<file path="src/rtl/usb_cmd_parser.sv">
// usb_cmd_parser: pops bytes from a non-showahead USB FIFO, frames
// SYNC/OPCODE/LEN/payload/CSUM packets, streams the payload with
// valid/ready handshaking and keeps a saturating count of bad packets.
// Optional build macro USB_PARSER_TIMEOUT_EN abandons a packet after
// TIMEOUT_CYC idle cycles; without it a stalled packet waits forever.
module usb_cmd_parser #(
    parameter int unsigned MAX_LEN     = 64,
    parameter logic [7:0]  SYNC_BYTE   = 8'hA5,
    parameter int unsigned TIMEOUT_CYC = 50000
) (
    input  logic        clk50,
    input  logic        aclr,
    input  logic [7:0]  fifo_q,
    input  logic        fifo_rdempty,
    output logic        fifo_rdreq,
    output logic        cmd_start,
    output logic [7:0]  cmd_opcode,
    output logic [7:0]  cmd_len,
    output logic [7:0]  pay_data,
    output logic        pay_valid,
    input  logic        pay_ready,
    output logic        pkt_done,
    output logic        pkt_err,
    output logic [15:0] err_cnt
);

    typedef enum logic [2:0] {S_HUNT, S_OPC, S_LEN, S_PAY, S_CSUM} state_t;

    state_t      r_state, w_state_n;
    logic        r_rd_pend;
    logic [7:0]  r_opc, w_opc_n;
    logic [7:0]  r_csum, w_csum_n;
    logic [7:0]  r_remain, w_remain_n;
    logic        r_cmd_start, w_cmd_start_n;
    logic [7:0]  r_cmd_opcode, w_cmd_opcode_n;
    logic [7:0]  r_cmd_len, w_cmd_len_n;
    logic [7:0]  r_pay_data, w_pay_data_n;
    logic        r_pay_valid, w_pay_valid_n;
    logic        r_pkt_done, w_pkt_done_n;
    logic        r_pkt_err, w_pkt_err_n;
    logic [15:0] r_err_cnt, w_err_cnt_n;
    logic        w_cap, w_xfer, w_bad, w_rdreq;
`ifdef USB_PARSER_TIMEOUT_EN
    logic [31:0] r_idle, w_idle_n;
`else
    logic        w_unused_timeout;
    assign w_unused_timeout = (TIMEOUT_CYC == 0);
`endif

    // A pop is issued only with one byte in flight at most and never while
    // the payload stage is stalled, so a captured byte always has a home.
    assign w_rdreq = !aclr && !fifo_rdempty && !r_rd_pend && !(r_pay_valid && !pay_ready);
    assign w_cap   = r_rd_pend;
    assign w_xfer  = r_pay_valid && pay_ready;

    // Next-state and next-output computation for the packet FSM.
    always_comb begin
        w_state_n      = r_state;
        w_opc_n        = r_opc;
        w_csum_n       = r_csum;
        w_remain_n     = r_remain;
        w_cmd_start_n  = 1'b0;
        w_cmd_opcode_n = r_cmd_opcode;
        w_cmd_len_n    = r_cmd_len;
        w_pay_data_n   = r_pay_data;
        w_pay_valid_n  = r_pay_valid;
        w_pkt_done_n   = 1'b0;
        w_pkt_err_n    = r_pkt_err;
        w_bad          = 1'b0;

        if (w_xfer) begin
            w_pay_valid_n = 1'b0;
            w_remain_n    = r_remain - 8'd1;
            if (r_remain == 8'd1) w_state_n = S_CSUM;
        end

        if (w_cap) begin
            unique case (r_state)
                S_HUNT: if (fifo_q == SYNC_BYTE) w_state_n = S_OPC;
                S_OPC: begin
                    w_opc_n   = fifo_q;
                    w_csum_n  = fifo_q;
                    w_state_n = S_LEN;
                end
                S_LEN: begin
                    if (fifo_q == 8'd0 || 32'(fifo_q) > MAX_LEN) begin
                        w_pkt_done_n = 1'b1;
                        w_pkt_err_n  = 1'b1;
                        w_bad        = 1'b1;
                        w_state_n    = S_HUNT;
                    end else begin
                        w_cmd_opcode_n = r_opc;
                        w_cmd_len_n    = fifo_q;
                        w_cmd_start_n  = 1'b1;
                        w_remain_n     = fifo_q;
                        w_csum_n       = r_csum ^ fifo_q;
                        w_state_n      = S_PAY;
                    end
                end
                S_PAY: begin
                    w_pay_data_n  = fifo_q;
                    w_pay_valid_n = 1'b1;
                    w_csum_n      = r_csum ^ fifo_q;
                end
                S_CSUM: begin
                    w_pkt_done_n = 1'b1;
                    w_pkt_err_n  = (fifo_q != r_csum);
                    w_bad        = (fifo_q != r_csum);
                    w_state_n    = S_HUNT;
                end
                default: w_state_n = S_HUNT;
            endcase
        end

`ifdef USB_PARSER_TIMEOUT_EN
        w_idle_n = '0;
        if (r_state != S_HUNT && !w_cap && !w_xfer) begin
            w_idle_n = r_idle + 32'd1;
            if (w_idle_n >= TIMEOUT_CYC) begin
                w_idle_n      = '0;
                w_pkt_done_n  = 1'b1;
                w_pkt_err_n   = 1'b1;
                w_bad         = 1'b1;
                w_pay_valid_n = 1'b0;
                w_state_n     = S_HUNT;
            end
        end
`endif

        w_err_cnt_n = r_err_cnt;
        if (w_bad && r_err_cnt != 16'hFFFF) w_err_cnt_n = r_err_cnt + 16'd1;
    end

    // State and output registers; reset drops any packet in progress.
    always_ff @(posedge clk50 or posedge aclr) begin
        if (aclr) begin
            r_state      <= S_HUNT;
            r_rd_pend    <= 1'b0;
            r_opc        <= '0;
            r_csum       <= '0;
            r_remain     <= '0;
            r_cmd_start  <= 1'b0;
            r_cmd_opcode <= '0;
            r_cmd_len    <= '0;
            r_pay_data   <= '0;
            r_pay_valid  <= 1'b0;
            r_pkt_done   <= 1'b0;
            r_pkt_err    <= 1'b0;
            r_err_cnt    <= '0;
`ifdef USB_PARSER_TIMEOUT_EN
            r_idle       <= '0;
`endif
        end else begin
            r_state      <= w_state_n;
            r_rd_pend    <= w_rdreq;
            r_opc        <= w_opc_n;
            r_csum       <= w_csum_n;
            r_remain     <= w_remain_n;
            r_cmd_start  <= w_cmd_start_n;
            r_cmd_opcode <= w_cmd_opcode_n;
            r_cmd_len    <= w_cmd_len_n;
            r_pay_data   <= w_pay_data_n;
            r_pay_valid  <= w_pay_valid_n;
            r_pkt_done   <= w_pkt_done_n;
            r_pkt_err    <= w_pkt_err_n;
            r_err_cnt    <= w_err_cnt_n;
`ifdef USB_PARSER_TIMEOUT_EN
            r_idle       <= w_idle_n;
`endif
        end
    end

    assign fifo_rdreq = w_rdreq;
    assign cmd_start  = r_cmd_start;
    assign cmd_opcode = r_cmd_opcode;
    assign cmd_len    = r_cmd_len;
    assign pay_data   = r_pay_data;
    assign pay_valid  = r_pay_valid;
    assign pkt_done   = r_pkt_done;
    assign pkt_err    = r_pkt_err;
    assign err_cnt    = r_err_cnt;

endmodule

</file>
<file path="config.mk">
export PLATFORM = sky130hd
export DESIGN_NAME = usb_cmd_parser
export DESIGN_NICKNAME = d
export VERILOG_FILES = /design/src/rtl/usb_cmd_parser.sv
export SDC_FILE = /design/constraint.sdc
export NUM_CORES = 1
export LEC_CHECK = 0
export ABC_AREA = 1
export CAP_MARGIN = 10
export CORE_ASPECT_RATIO = 0.9
export CORE_MARGIN = 2
export CORE_UTILIZATION = 40
export CTS_BUF_LIST = sky130_fd_sc_hd__clkbuf_4 sky130_fd_sc_hd__clkbuf_8
export DETAILED_ROUTE_END_ITERATION = 8
export PLACE_DENSITY_LB_ADDON = 0.2
export SLEW_MARGIN = 20
export SYNTH_ARGS = -nofsm -noshare
export SYNTH_HDL_FRONTEND = slang
export SYNTH_SLANG_ARGS = --single-unit
</file>
<file path="constraint.sdc">
create_clock -name clk50 -period 4.1 [get_ports clk50]
set_input_delay 1.025 -clock clk50 [delete_from_list [all_inputs] [get_ports clk50]]
set_output_delay 1.025 -clock clk50 [all_outputs]
set_load 0.02 [all_outputs]
</file>
==> results of run 1 <==
-- cell type report --
class | instances | area [um^2] | share of cell area (%)
Clock buffer | 10 | 131 | 2.90
Inverter | 43 | 161 | 3.56
Tap cell | 119 | 149 | 3.28
Sequential cell | 72 | 1800 | 39.7
Multi-Input combinational cell | 353 | 1600 | 35.4
Timing Repair Buffer | 59 | 596 | 13.1
Clock inverter | 6 | 91.3 | 2.01
-- power breakdown --
group	switching, W	internal, W
logic	0.000552	0.000412
registers	0.000167	0.000952
clock network	0.000275	0.000353
total	0.000994	0.00172
-- per-stage QoR --
| step | utilization [%] | total power, W | hold slack [ps] | cell area [um^2] | setup WS [ps] |
|---|---|---|---|---|---|
| floorplan | - | 0.00172 | 442 | 3640 | 1250 |
| global placement | 49.6 | 0.00208 | 453 | 4310 | 549 |
| detailed placement | 49.6 | 0.00210 | 457 | 4310 | 557 |
| CTS | 52.2 | 0.00274 | 480 | 4530 | 543 |
| global route | 52.2 | 0.00292 | 504 | 4530 | 469 |
| finish | 52.2 | 0.00271 | 477 | 4530 | 562 |
-- critical path, delay by kind of cell --
family / cells / cell delay, ps
AND/OR/NAND/NOR: 2 / 320
buffers and inverters: 2 / 1160
-- final timing paths --
| check | startpoint | to | slack (ps) | cells past startpoint |
|---|---|---|---|---|
| max | pay_ready | fifo_rdreq | 560 | 4 |
| min | r_opc[1] | cmd_opcode[1] | 480 | 2 |
| max reg2reg | r_state[2] | r_remain[6] | 2290 | 7 |
| min reg2reg | r_opc[1] | cmd_opcode[1] | 480 | 2 |
| max in group asynchronous | aclr | err_cnt[14] | 2280 | 3 |
| min in group asynchronous | aclr | err_cnt[15] | 1150 | 2 |
-- metal layers --
layer  share of wire [%]  wire [um]
met4                 1.3        109
met5                   0          0
met2                  44       3770
met1                  50       4330
met3                 5.1        441
-- registers in the layout (all words and copies together) (netlist names) --
signal	cells
cmd_len	8
cmd_opcode	8
cmd_start	1
err_cnt	16
pay_data	8
pay_valid	1
pkt_done	1
pkt_err	1
r_csum	8
r_opc	8
r_rd_pend	1
r_remain	8
r_state	3
-- placed cells by master (no fill, tap or decap), drive strengths merged, types with 4 or more instances in the layout --
| cell | count |
|---|---|
| nand4 | 8 |
| clkbuf | 10 |
| nand3 | 44 |
| inv | 44 |
| nor3 | 4 |
| clkdlybuf4s50 | 56 |
| dfrtp | 72 |
| nand2 | 205 |
| o21ai | 31 |
| xor2 | 11 |
| nor2 | 38 |
| xnor2 | 5 |
-- logic make-up after synthesis --
family	count (synthesis)	share of synthesized area [%]
adders and majority gates	3	1.03
DFF	72	49.5
xor gates and xnor gates	16	3.85
AOI/OAI and AO/OA	33	4.61
and+or+nand+nor	301	34.6
buffers and inverters	55	6.40
==> impl_metrics.toml, run 1 <==
[outcome]
status = "complete, no violations"

[clocking]
post_cts_buffers = 0
cts_root_buf = "clkbuf_8"
ctsResizeCount = 0
clk_pin_slew_ps = 80
cts.sinks = 72
cts_tree = "built"
cts_buffer_depth = 2
cts.hold.buffers_added = 0
cts_buffers = 9
clk-insertion-delay-late_ps = 350
htreeDepth = 3

[route]
ant_nets = 0
route.detailed.drc = 0
avgRoutedWirePerCell_um = 13.1
vias_per_cell = 4.88
drtIter0Drc = 157
dr.pass1.iters = 5
routed-via-count = 3229
routed_wirelength_mm = 8.66

[critical_path]
slowest_delay_ps = 670
critPathLaunchType = "primary input"
cp_slowest_cell = "clkdlybuf4s50_1"
worstPathCellList = "clkdlybuf4s50_1 -> nor2_1 -> nor4_1 -> clkdlybuf4s50_1"
critPathKind = "in -> out"
endpoint_kind = "output pin"
path_common_cell = "clkdlybuf4s50_1"
path_max_fanout = 3
cp.arrival_ps = 2510
worst_ep_required_time_ps = 3070

[floorplanning]
dieArea_um2 = 9870
io_pins = 57
core_area_um2 = 8690
die_h_um = 94.5
rows = 32
die_w_um = 105
start_util_pct = 41.9

[yosys]
yosys-top-cells-area = "dfrtp_1 50%, nand2_1 21%, nand3_1 6.1%, nor2_1 3.8%, inv_1 3.7%"
syn_area_um2 = 3640
yosysWarnings = 0
yosysMostFrequentCell = "nand2_1"
avgSynthCellArea_um2 = 7.58
synthTopCellsByCount = "200 x nand2_1, 72 x dfrtp_1, 44 x nand3_1"
synth-edff-count = 0
synthesis.nets = 495
synth_seq_cells = 72
synth-seq-area-share_pct = 49.5
yosysTopAreaCell = "dfrtp_1"
synthFlopType = "dfrtp_1"
ys_types = 26
synth_top_area_share_pct = 49.5
async_flop_share_pct = 100
synthCells = 480

[global_route]
grt_use_met1_pct = 26.7
grtUsageTotal_pct = 19.0
antenna_found_initial = 0
globalRouteOverflowTotal = 0
use_met3_pct = 3.86
grt_pass1_vias = 3085
use_met2_pct = 29.9
gr-max-usage-layer = "met2"
grt_max_degree = 42
grt_pass1_wl_mm = 15.0

[placement]
io_buffer_count = 56
hpwl_mm = 6.15
gp_congestion = 0.894
placedCellCount = 646

[sta]
final-setup-viol-count = 0
tightestPinTransition_ps = 726
drv_slew = 0
finClkSkew_ps = 8.78
max_freq_mhz = 283
post-route-min-period_ps = 3540
setup_tns_ps = 0
grt_setup_unrepaired = "no"
hold_viol_final = 0
relSlewSlack_pct = 51.6
finalCritPeriodShare_pct = 86.3

[finish]
antennaDiodeCount = 0
area_delta_synth_final_pct = 24.6
stdcell_count = 662
n_fill_cell = 853
drive_above_1_share_pct = 6.45
layout.nets = 553

[job]
max_cap_viol_count = 0

[power_and_ir_drop]
power.density_nw_per_um2 = 598
p_leak_nw = 2.35
irDropWorstVdd_mv = 0.254

[worst_hold_path]
hold_path_class = "reg -> reg"
Power figures use the tool's default switching activity.
==> inputs of run 2 (changes only) <==
Settings changed: GPL_ROUTABILITY_DRIVEN set to 0.
==> results of run 2 <==
Same layout as run 1: the final DEF is identical, and so are final timing and power.
